--- config.mk ---
export PLATFORM = sky130hd
export DESIGN_NAME = ct_l2c_flush_resp
export DESIGN_NICKNAME = d
export VERILOG_FILES = /design/src/rtl/ct_l2c_flush_pkg.sv /design/src/rtl/ct_l2c_flush_resp.sv
export SDC_FILE = /design/constraint.sdc
export NUM_CORES = 1
export LEC_CHECK = 0
export BUFFER_PORTS_ARGS = -buffer_cell sky130_fd_sc_hd__buf_2
export CORE_MARGIN = 8
export CORE_UTILIZATION = 45
export CTS_BUF_LIST = sky130_fd_sc_hd__clkbuf_4
export DETAILED_ROUTE_END_ITERATION = 10
export GPL_ROUTABILITY_DRIVEN = 0
export PLACE_DENSITY = 0.68
export SYNTH_ARGS = -nofsm -noshare
export SYNTH_HDL_FRONTEND = slang
export SYNTH_SLANG_ARGS = --single-unit
--- constraint.sdc ---
create_clock -name sysio_clk -period 2.15 [get_ports sysio_clk]
set_input_delay 0.1075 -clock sysio_clk [delete_from_list [all_inputs] [get_ports sysio_clk]]
set_output_delay 0.1075 -clock sysio_clk [all_outputs]
set_load 0.005 [all_outputs]
--- src/rtl/ct_l2c_flush_pkg.sv ---
// Shared definitions for the L2C side of the sysio flush handshake.
package ct_l2c_flush_pkg;

  typedef enum logic [1:0] {
    FLUSH_IDLE  = 2'b00,
    FLUSH_WALK  = 2'b01,
    FLUSH_DRAIN = 2'b10,
    FLUSH_DONE  = 2'b11
  } flush_state_e;

  localparam int FLUSH_IDX_W     = 9;
  localparam int FLUSH_OUTST_MAX = 4;

endpackage

--- src/rtl/ct_l2c_flush_resp.sv ---
// L2C flush responder: walks every set index, waits for the tag pipeline and
// write-back buffer to drain, then answers the sysio four-phase flush request.
module ct_l2c_flush_resp
  import ct_l2c_flush_pkg::*;
#(
  parameter int IDX_W     = FLUSH_IDX_W,
  parameter int OUTST_MAX = FLUSH_OUTST_MAX
) (
  input  logic             sysio_clk,
  input  logic             cpurst_b,
  input  logic             sysio_l2c_flush_req,
  output logic             l2c_sysio_flush_done,
  output logic             l2c_sysio_flush_idle,
  output logic             flush_cmd_vld,
  output logic [IDX_W-1:0] flush_cmd_idx,
  input  logic             flush_cmd_rdy,
  input  logic             flush_cmd_cmplt,
  input  logic             flush_wb_pend
);

  localparam int               CNT_W    = $clog2(OUTST_MAX + 1);
  localparam logic [CNT_W-1:0] CNT_MAX  = CNT_W'(OUTST_MAX);
  localparam logic [IDX_W-1:0] IDX_LAST = {IDX_W{1'b1}};

  flush_state_e     state;
  logic [CNT_W-1:0] cnt;
  logic             req_drop;
  logic             cmd_acc;
  logic             cnt_dec;
  logic             drain_ok;

  assign flush_cmd_vld = (state == FLUSH_WALK) && (cnt < CNT_MAX);
  assign cmd_acc       = flush_cmd_vld && flush_cmd_rdy;
  // A completion with nothing outstanding is a protocol error; ignore it.
  assign cnt_dec       = flush_cmd_cmplt && (cnt != '0);
  assign drain_ok      = (cnt == '0) && !flush_wb_pend;

  always_ff @(posedge sysio_clk or negedge cpurst_b) begin
    if (!cpurst_b) begin
      cnt <= '0;
    end else if (cmd_acc && !cnt_dec) begin
      cnt <= cnt + 1'b1;
    end else if (!cmd_acc && cnt_dec) begin
      cnt <= cnt - 1'b1;
    end
  end

  // A request dropped mid-flush still finishes the walk but is never answered.
  always_ff @(posedge sysio_clk or negedge cpurst_b) begin
    if (!cpurst_b) begin
      state                <= FLUSH_IDLE;
      flush_cmd_idx        <= '0;
      req_drop             <= 1'b0;
      l2c_sysio_flush_done <= 1'b0;
    end else begin
      case (state)
        FLUSH_IDLE: begin
          if (sysio_l2c_flush_req) begin
            state         <= FLUSH_WALK;
            flush_cmd_idx <= '0;
            req_drop      <= 1'b0;
          end
        end
        FLUSH_WALK: begin
          if (!sysio_l2c_flush_req) begin
            req_drop <= 1'b1;
          end
          if (cmd_acc) begin
            if (flush_cmd_idx == IDX_LAST) begin
              state <= FLUSH_DRAIN;
            end else begin
              flush_cmd_idx <= flush_cmd_idx + 1'b1;
            end
          end
        end
        FLUSH_DRAIN: begin
          if (!sysio_l2c_flush_req) begin
            req_drop <= 1'b1;
          end
          if (drain_ok) begin
            if (sysio_l2c_flush_req && !req_drop) begin
              state                <= FLUSH_DONE;
              l2c_sysio_flush_done <= 1'b1;
            end else begin
              state <= FLUSH_IDLE;
            end
          end
        end
        FLUSH_DONE: begin
          if (!sysio_l2c_flush_req) begin
            state                <= FLUSH_IDLE;
            l2c_sysio_flush_done <= 1'b0;
          end
        end
        default: state <= FLUSH_IDLE;
      endcase
    end
  end

  always_ff @(posedge sysio_clk or negedge cpurst_b) begin
    if (!cpurst_b) begin
      l2c_sysio_flush_idle <= 1'b0;
    end else begin
      l2c_sysio_flush_idle <= (state == FLUSH_IDLE) && (cnt == '0) && !flush_wb_pend;
    end
  end

endmodule

# Yosys cells after proc, flatten, opt, wreduce, memory -nomap -nowiden
# Index checks and enable logic that the tools add are counted.
[op_classes]
n_addsub = 3
n_lt_le_gt_ge = 1
eq_ne = 12
muxes = 20
reduce_logical = 25
[ops]
columns = ["operator", "count"]
rows = [
  ["two-way mux 9 bit", 3],
  ["case mux 9 bit (2 select lines)", 1],
  ["inequality test 2 bit, second input constant", 7],
  ["two-way mux 2 bit", 6],
  ["adder 9 x 1 -> 9 bit, second input constant", 1],
  ["== test 9 bit, second input constant", 1],
  ["logical AND 1 bit", 9],
  ["case mux 2 bit (4 select lines)", 1],
  ["AND reduction 4 bit", 2],
  ["nonzero test 2 bit", 4],
  ["two-way mux 3 bit", 2],
  ["two-way mux 1 bit", 5],
  ["AND reduction 5 bit", 1],
  ["== test 2 bit, second input constant", 2],
  ["logical NOT 1 bit", 4],
  ["case mux 1 bit (2 select lines)", 2],
  ["adder 3 x 1 -> 3 bit, second input constant", 1],
  ["logical NOT 3 bit", 1],
  ["< comparator 3 bit, second input constant", 1],
  ["AND reduction 3 bit", 1],
  ["nonzero test 3 bit", 1],
  ["subtractor 3 x 1 -> 3 bit, second input constant", 1],
  ["== test 2 x 1 -> 1 bit, second input constant", 1],
  ["logical NOT 2 bit", 1],
  ["other kinds (2)", 2],
]
[totals]
register_bits = 17
out_inout_bits = 12
word_cells = 67

# Logic depth before layout (Yosys ltp)
# Gate-level depths: netlist of run 1.
[depth]
word_depth = 7
depth_mapped = 11
mapped_depth_nobuf = 10

# Least setup slack after synthesis of run 1
# No wires, ideal clock.
[synth_timing]
path_kind = "flip-flop to flip-flop"
startpoint = "register flush_cmd_idx[0]"
endpoint = "register flush_cmd_idx[5]"
t_arrival_ns = 2.109
path_slack_ns = -0.037
stages_incl_launch_ff = 9
path_buffers = 0
period_less_slack_ns = 2.187
path_cell_list = "dfrtp_1 -> ha_1 -> nand3_1 -> nor2_1 -> ha_1 -> or3b_4 -> a21o_4 -> or4_1 -> a21oi_1"
[synth_via]
elab_chain_len = 4
elab_cells_between_ends = 7
[synth_lines]
columns = ["element", "line_no", "rtl"]
rows = [
  ["from (decl)", "ct_l2c_flush_resp.sv:15", "output logic [IDX_W-1:0] flush_cmd_idx,"],
  ["from (signal assigned)", "ct_l2c_flush_resp.sv:72", "flush_cmd_idx <= flush_cmd_idx + 1'b1;"],
  ["adder 9 x 1 -> 9 bit", "ct_l2c_flush_resp.sv:72", ""],
  ["two-way mux 9 bit", "ct_l2c_flush_resp.sv:69", "if (flush_cmd_idx == IDX_LAST) begin"],
  ["two-way mux 9 bit", "ct_l2c_flush_resp.sv:68", "if (cmd_acc) begin"],
  ["case mux 9 bit (2 select lines)", "ct_l2c_flush_resp.sv:56", "case (state)"],
]
# Several ways; a longest one is shown, not always the timed one. The select of a mux whose other input is x is not followed.
# A chain may end at the register's enable or synchronous reset.

# Worst setup path in the final report of run 1
[layout_timing]
startpoint = "register flush_cmd_idx[1]"
endpoint = "register flush_cmd_idx[6]"
# Same word-level chain as after synthesis.

==> results of run 1 <==
## what timing repair did
action                                  in CTS  in global routing
pin swaps                                    2                  5
setup buffers                                0                  2
gates resized for setup                      0                  7
endpoints found under the setup margin       2                  4
hold buffers                                 1                  0
hold endpoints to repair                    17                  0
## logic make-up after synthesis
family,after synthesis
flops,17
buf+inv,7
mux,3
compound gates,25
simple gates,27
fa+ha+maj,9
xor+xnor,6
## registers in the layout, indices dropped and copies added, names as in the netlist
signal                cells
cnt                       3
flush_cmd_idx             9
l2c_sysio_flush_done      1
l2c_sysio_flush_idle      1
req_drop                  1
state                     2
## cells in the final DEF (no fill, tap or decap), types with 4 or more instances in the layout
cell type,count
dfrtp_1,17
buf_2,17
buf_4,13
nor2_1,6
o21ai_0,6
inv_1,5
o31ai_1,4
xnor2_1,4
a21oi_1,4
ha_2,4
ha_1,4
clkbuf_4,4
## layout make-up
class,instances,area [um2],share of cell area [%]
Timing Repair Buffer,31,193,15.0
Sequential cell,17,425,33.0
Multi-Input combinational cell,70,583,45.2
Tap cell,28,35.0,2.72
Inverter,6,22.5,1.75
Clock buffer,4,30.0,2.33
## critical path: stages (launching register included)
cell and delay, ps:
dfrtp_1 390, ha_2 200, nand3_2 70, nor2_1 40
ha_2 170, or3b_4 370, a21o_4 250, or4_4 410
a21oi_2 130
## where the power goes
group          switching [W]  total (W)  internal, W
clock network      0.0000956   0.000180    0.0000846
registers          0.0000894   0.000492     0.000403
logic               0.000334   0.000672     0.000338
total               0.000519    0.00134     0.000826
## per-layer routing
layer  vias to the layer above  global-route usage (%)  share of wire (%)
met3                         6                    4.24                5.3
met1                       377                    12.7                 46
li1                        418                       -                  -
met4                         0                    5.01                2.0
met5                         -                       0                  0
met2                        17                    16.7                 46
## path summary, 6_finish.rpt
check | to | start | cells past startpoint
max in group asynchronous | cnt[0]$_DFFE_PN0P_ | cpurst_b | 2
min reg2reg | l2c_sysio_flush_done$_DFFE_PN0P_ | l2c_sysio_flush_done$_DFFE_PN0P_ | 2
min | req_drop$_DFFE_PN0P_ | sysio_l2c_flush_req | 2
min in group asynchronous | flush_cmd_idx[5]$_DFFE_PN0P_ | cpurst_b | 2
max | flush_cmd_idx[6]$_DFFE_PN0P_ | flush_cmd_idx[1]$_DFFE_PN0P_ | 8
max reg2reg | flush_cmd_idx[6]$_DFFE_PN0P_ | flush_cmd_idx[1]$_DFFE_PN0P_ | 8
## through the flow
step / worst slack [ps] / utilization, % / instance area (um2) / TNS, ps / std cells
3_5_place_dp: 7.81 / 55.8 / 1210 / 0 / 149
5_1_grt: -19.5 / 59.4 / 1290 / -35.5 / 156
4_1_cts: 9.93 / 57.6 / 1250 / 0 / 154
3_3_place_gp: 60.9 / 55.8 / 1210 / 0 / 149
6_report: 41.8 / 59.4 / 1290 / 0 / 156
2_1_floorplan: 1.63 / - / 1010 / 0 / 94
==> results_dict.tcl, run 1 <==
set metrics [dict create \
    postRouteAntennaNets 0 \
    synth_cell_types 30 \
    synth_xor_area_share_pct 5.20 \
    path_class "flop to flop" \
    fillers 192 \
    yosysMostFrequentCell "dfrtp_1" \
    irDropWorstVdd_uv 595 \
    post-route-period-util_pct 98.1 \
    clk_pin_slew_worst_paths_ps 100 \
    p_leak_nw 0.596 \
    antenna_found_initial 0 \
    synth_top_cell_area_share_pct 42.1 \
    synth_seq_area_share_pct 42.1 \
    syn-cell-area_um2 1010 \
    die_width_um 63.4 \
    grt_pass1_wl_mm 3.62 \
    status "finished clean" \
    clockBufferDepth 2 \
    synth.avg_cell_area_um2 10.7 \
    crit_arrival_ps 2330 \
    wl_per_cell_um 13.8 \
    muxShareOfSynthArea_pct 4.46 \
    vias_per_cell 5.24 \
    setup_viol 0 \
    drt_iter0_markers 22 \
    synth_warnings 0 \
    path_max_fanout 8 \
    synth_area_leaders "dfrtp_1, ha_1, xnor2_1" \
    dp_hpwl_mm 1.65 \
    synth-edff-count 0 \
    grtUsageTotal_pct 10.8 \
    finalMaxSlewViolations 0 \
    firstDrtPassIters 4 \
    hold_slack_ps 127 \
    total_power_w 0.00134 \
    syn-instance-count 94 \
    synth_largest_area_cell "dfrtp_1" \
    cp.required_ps 2370 \
    min_path_type "input port to flop" \
    yosys-top-cells-count "dfrtp_1, ha_1" \
    numCtsBuffers 3 \
    fin_worst_skew_ps 2.43 \
    start_kind "flop" \
    fin_crit_ps 2110 \
    clock-sinks 17 \
    rows 17 \
    rsz0062_at_grt "true" \
    synthSimpleGateAreaFrac_pct 15.5 \
    finalHoldViolations 0 \
    synthArstFlopShare_pct 100 \
    die_area_um2 4020 \
    nets 144 \
    die_y_um 63.4 \
    slew_headroom_pct 68.1 \
    area_growth_pct 27.6 \
    power_density_nw_per_um2 1040 \
    drive_above_1_share_pct 41.4 \
    num_vias 818 \
    cts_tree "built" \
    drc 0 \
    grt_remaining_overflow 0 \
    cts_max_level 1 \
    io_pins 18 \
    worst_slew_pin_slew_ps 478 \
    max_cap_viol_count 0 \
    initial_core_util_pct 46.5 \
    ys_ff_latch 17 \
    cts-root-buf "clkbuf_4" \
    synth_top_family_by_area "compound AO/OA/AOI/OAI gates" \
    rrSetupSlack_ps 40 \
    crit_path_end_kind "flop" \
    grt_max_degree 18 \
    synth_fp_nets 109 \
    core_um2 2170 \
    drt-total-wl_mm 2.15 \
    ys.flop_type "dfrtp_1" \
    io_buffer_count 17 \
    clk_latency_ps 280 \
    grt_pass1_vias 822 \
    synth_compound_gate_area_share_pct 17.8 \
    synthAdderAreaFrac_pct 11.9 \
    n_antenna_cell 0 \
    fmax_mhz 474 \
]
(Power assumes the default switching activity.)
==> run 2, diff against run 1 <==
Settings changed: PLACE_DENSITY 0.68 to 0.66.
Clock period 2.15 ns to 2 ns, I/O delays scaled along.
==> results_dict.tcl, run 2 (synthesis gave the netlist of run 1 again) <==
set metrics [dict create \
    top_regs "flush_cmd_idx (9), cnt (3), state (2)" \
    io_pins 18 \
    grt_max_degree 18 \
    regMostFlops "flush_cmd_idx" \
    rrSetupSlack_ps -110 \
    grt_remaining_overflow 0 \
    status "complete, but fails checks" \
    grt_pass1_wl_mm 4.04 \
    p_leak_nw 0.643 \
    rr_endpoint "flush_cmd_idx[6]$_DFFE_PN0P_" \
    antenna_found_initial 0 \
    max_stage_delay_ps 410 \
    cp-startpoint "flush_cmd_idx[0]$_DFFE_PN0P_" \
    die_area_um2 4020 \
    drive_above_1_share_pct 48.9 \
    area_growth_pct 38.5 \
    crit_end "flush_cmd_idx[6]$_DFFE_PN0P_" \
    crit_path_end_kind "flop" \
    fin_worst_skew_ps 13.8 \
    r2r-start "flush_cmd_idx[0]$_DFFE_PN0P_" \
    cp.required_ps 2230 \
    crit_slowest_cell "or4_4" \
    clk_latency_ps 290 \
    num_vias 885 \
    vias_per_cell 5.43 \
    finalHoldViolations 0 \
    switching_power_w 0.000618 \
    irDropWorstVdd_uv 744 \
    io_buffer_count 17 \
    grt_pass1_vias 908 \
    cp_common_cell "ha_2" \
    grtUsageTotal_pct 12.2 \
    drt-total-wl_mm 2.37 \
    nets 151 \
    numCtsBuffers 3 \
    wl_per_cell_um 14.6 \
    path_buf_inv 0 \
    initial_core_util_pct 46.5 \
    crit_chain "ha_2 -> nand3_2 -> nor2_2 -> ha_2 -> or3b_4 -> a21o_4 -> or4_4 -> a21oi_2" \
    power_frac_comb_pct 55.7 \
    cp_num_cells 8 \
    cp_top_family "simple AND/OR/NAND/NOR gates" \
    sw_frac_of_total_pct 38.9 \
    p_seq_share_pct 31.6 \
    cts-root-buf "clkbuf_4" \
    rsz0062_at_grt "true" \
    start_kind "flop" \
    cts_max_level 1 \
    drc 0 \
    clk_pin_slew_worst_paths_ps 110 \
    slew_headroom_pct 71.1 \
    r2r_cells 8 \
    layout_setup_ws_ps -114 \
    finalMaxSlewViolations 0 \
    power_density_nw_per_um2 1140 \
    clockBufferDepth 2 \
    internal_power_w 0.000970 \
    violations "negative setup slack" \
    min_path_type "input port to flop" \
    fmax_mhz 473 \
    fillers 192 \
    die_y_um 63.4 \
    die_width_um 63.4 \
    layout_common_cells "buf_4, buf_2, dfrtp_1" \
    dp_hpwl_mm 1.75 \
    post-route-period-util_pct 106 \
    fin_setup_tns_ps -341 \
    worst_slew_pin_slew_ps 431 \
    path_max_fanout 6 \
    p_clk_share_pct 12.6 \
    firstDrtPassIters 4 \
    cts_tree "built" \
    max_cap_viol_count 0 \
    crit_arrival_ps 2350 \
    fin_crit_ps 2110 \
    path_class "flop to flop" \
    setup_viol 5 \
    clock-sinks 17 \
    core_um2 2170 \
    dp_slack_ps -98.1 \
    drt_iter0_markers 27 \
    postRouteAntennaNets 0 \
    largest_reg_flops 9 \
    final_common_cell "buf_4" \
    rows 17 \
    n_antenna_cell 0 \
]
run 2: cell types whose count changed in the layout (fill, tap and decap cells not counted), sizes merged:
cell	delta
buf	+7
run 2: power by group through the flow:
stage / Clock [W] / Combinational [W] / Sequential (W)
after floorplan: 0 / 0.000502 / 0.000538
after global placement: 0 / 0.000795 / 0.000501
after detailed placement: 0 / 0.000824 / 0.000507
after CTS: 0.000207 / 0.000844 / 0.000500
after global routing: 0.000218 / 0.000988 / 0.000512
final: 0.000201 / 0.000885 / 0.000502
run 2: final cells by class:
type / count / area, um2 / area share [%]
clock buffer: 4 / 30.0 / 2.15
tap: 28 / 35.0 / 2.50
sequential: 17 / 427 / 30.5
timing repair buffer: 38 / 245 / 17.5
multi-input combinational: 70 / 639 / 45.7
inverter: 6 / 22.5 / 1.61
run 2: worst min path at each step:
| stage | slack [ps] | depth (start not counted) | from | end |
|---|---|---|---|---|
| 2_1_floorplan | -200 | 0 | cpurst_b | cnt[0]$_DFFE_PN0P_ |
| 3_3_place_gp | 40 | 1 | cpurst_b | l2c_sysio_flush_idle$_DFF_PN0_ |
| 3_5_place_dp | 50 | 1 | cpurst_b | flush_cmd_idx[4]$_DFFE_PN0P_ |
| 4_1_cts | 120 | 2 | sysio_l2c_flush_req | req_drop$_DFFE_PN0P_ |
| 5_1_grt | 120 | 2 | sysio_l2c_flush_req | req_drop$_DFFE_PN0P_ |
| 6_report | 130 | 2 | sysio_l2c_flush_req | req_drop$_DFFE_PN0P_ |
run 2: layer usage:
| metal | track usage (%) | part of all wire, % | up-vias |
|---|---|---|---|
| li1 | - | - | 429 |
| met1 | 13.1 | 41 | 425 |
| met2 | 21.0 | 51 | 27 |
| met3 | 4.59 | 6.7 | 4 |
| met4 | 4.46 | 0.76 | 0 |
| met5 | 0 | 0 | - |
run 2: what timing repair did:
action                                 in CTS  in global routing
hold buffers                                1                  0
gates resized for setup                     4                  7
pin swaps                                   0                  8
endpoints found under the hold margin      17                  0
setup buffers                               0                  4
setup endpoints to repair                   9                 13
run 2: stage by stage:
stage	hold slack (ps)	cell area [um2]	util (%)	total power, W	cells
4_1_cts	119	1340	61.9	0.00155	160
3_5_place_dp	53.3	1280	59.2	0.00133	155
3_3_place_gp	39.4	1280	59.2	0.00130	155
5_1_grt	122	1400	64.5	0.00172	163
2_1_floorplan	-196	1050	-	0.00104	94
6_report	129	1400	64.5	0.00159	163
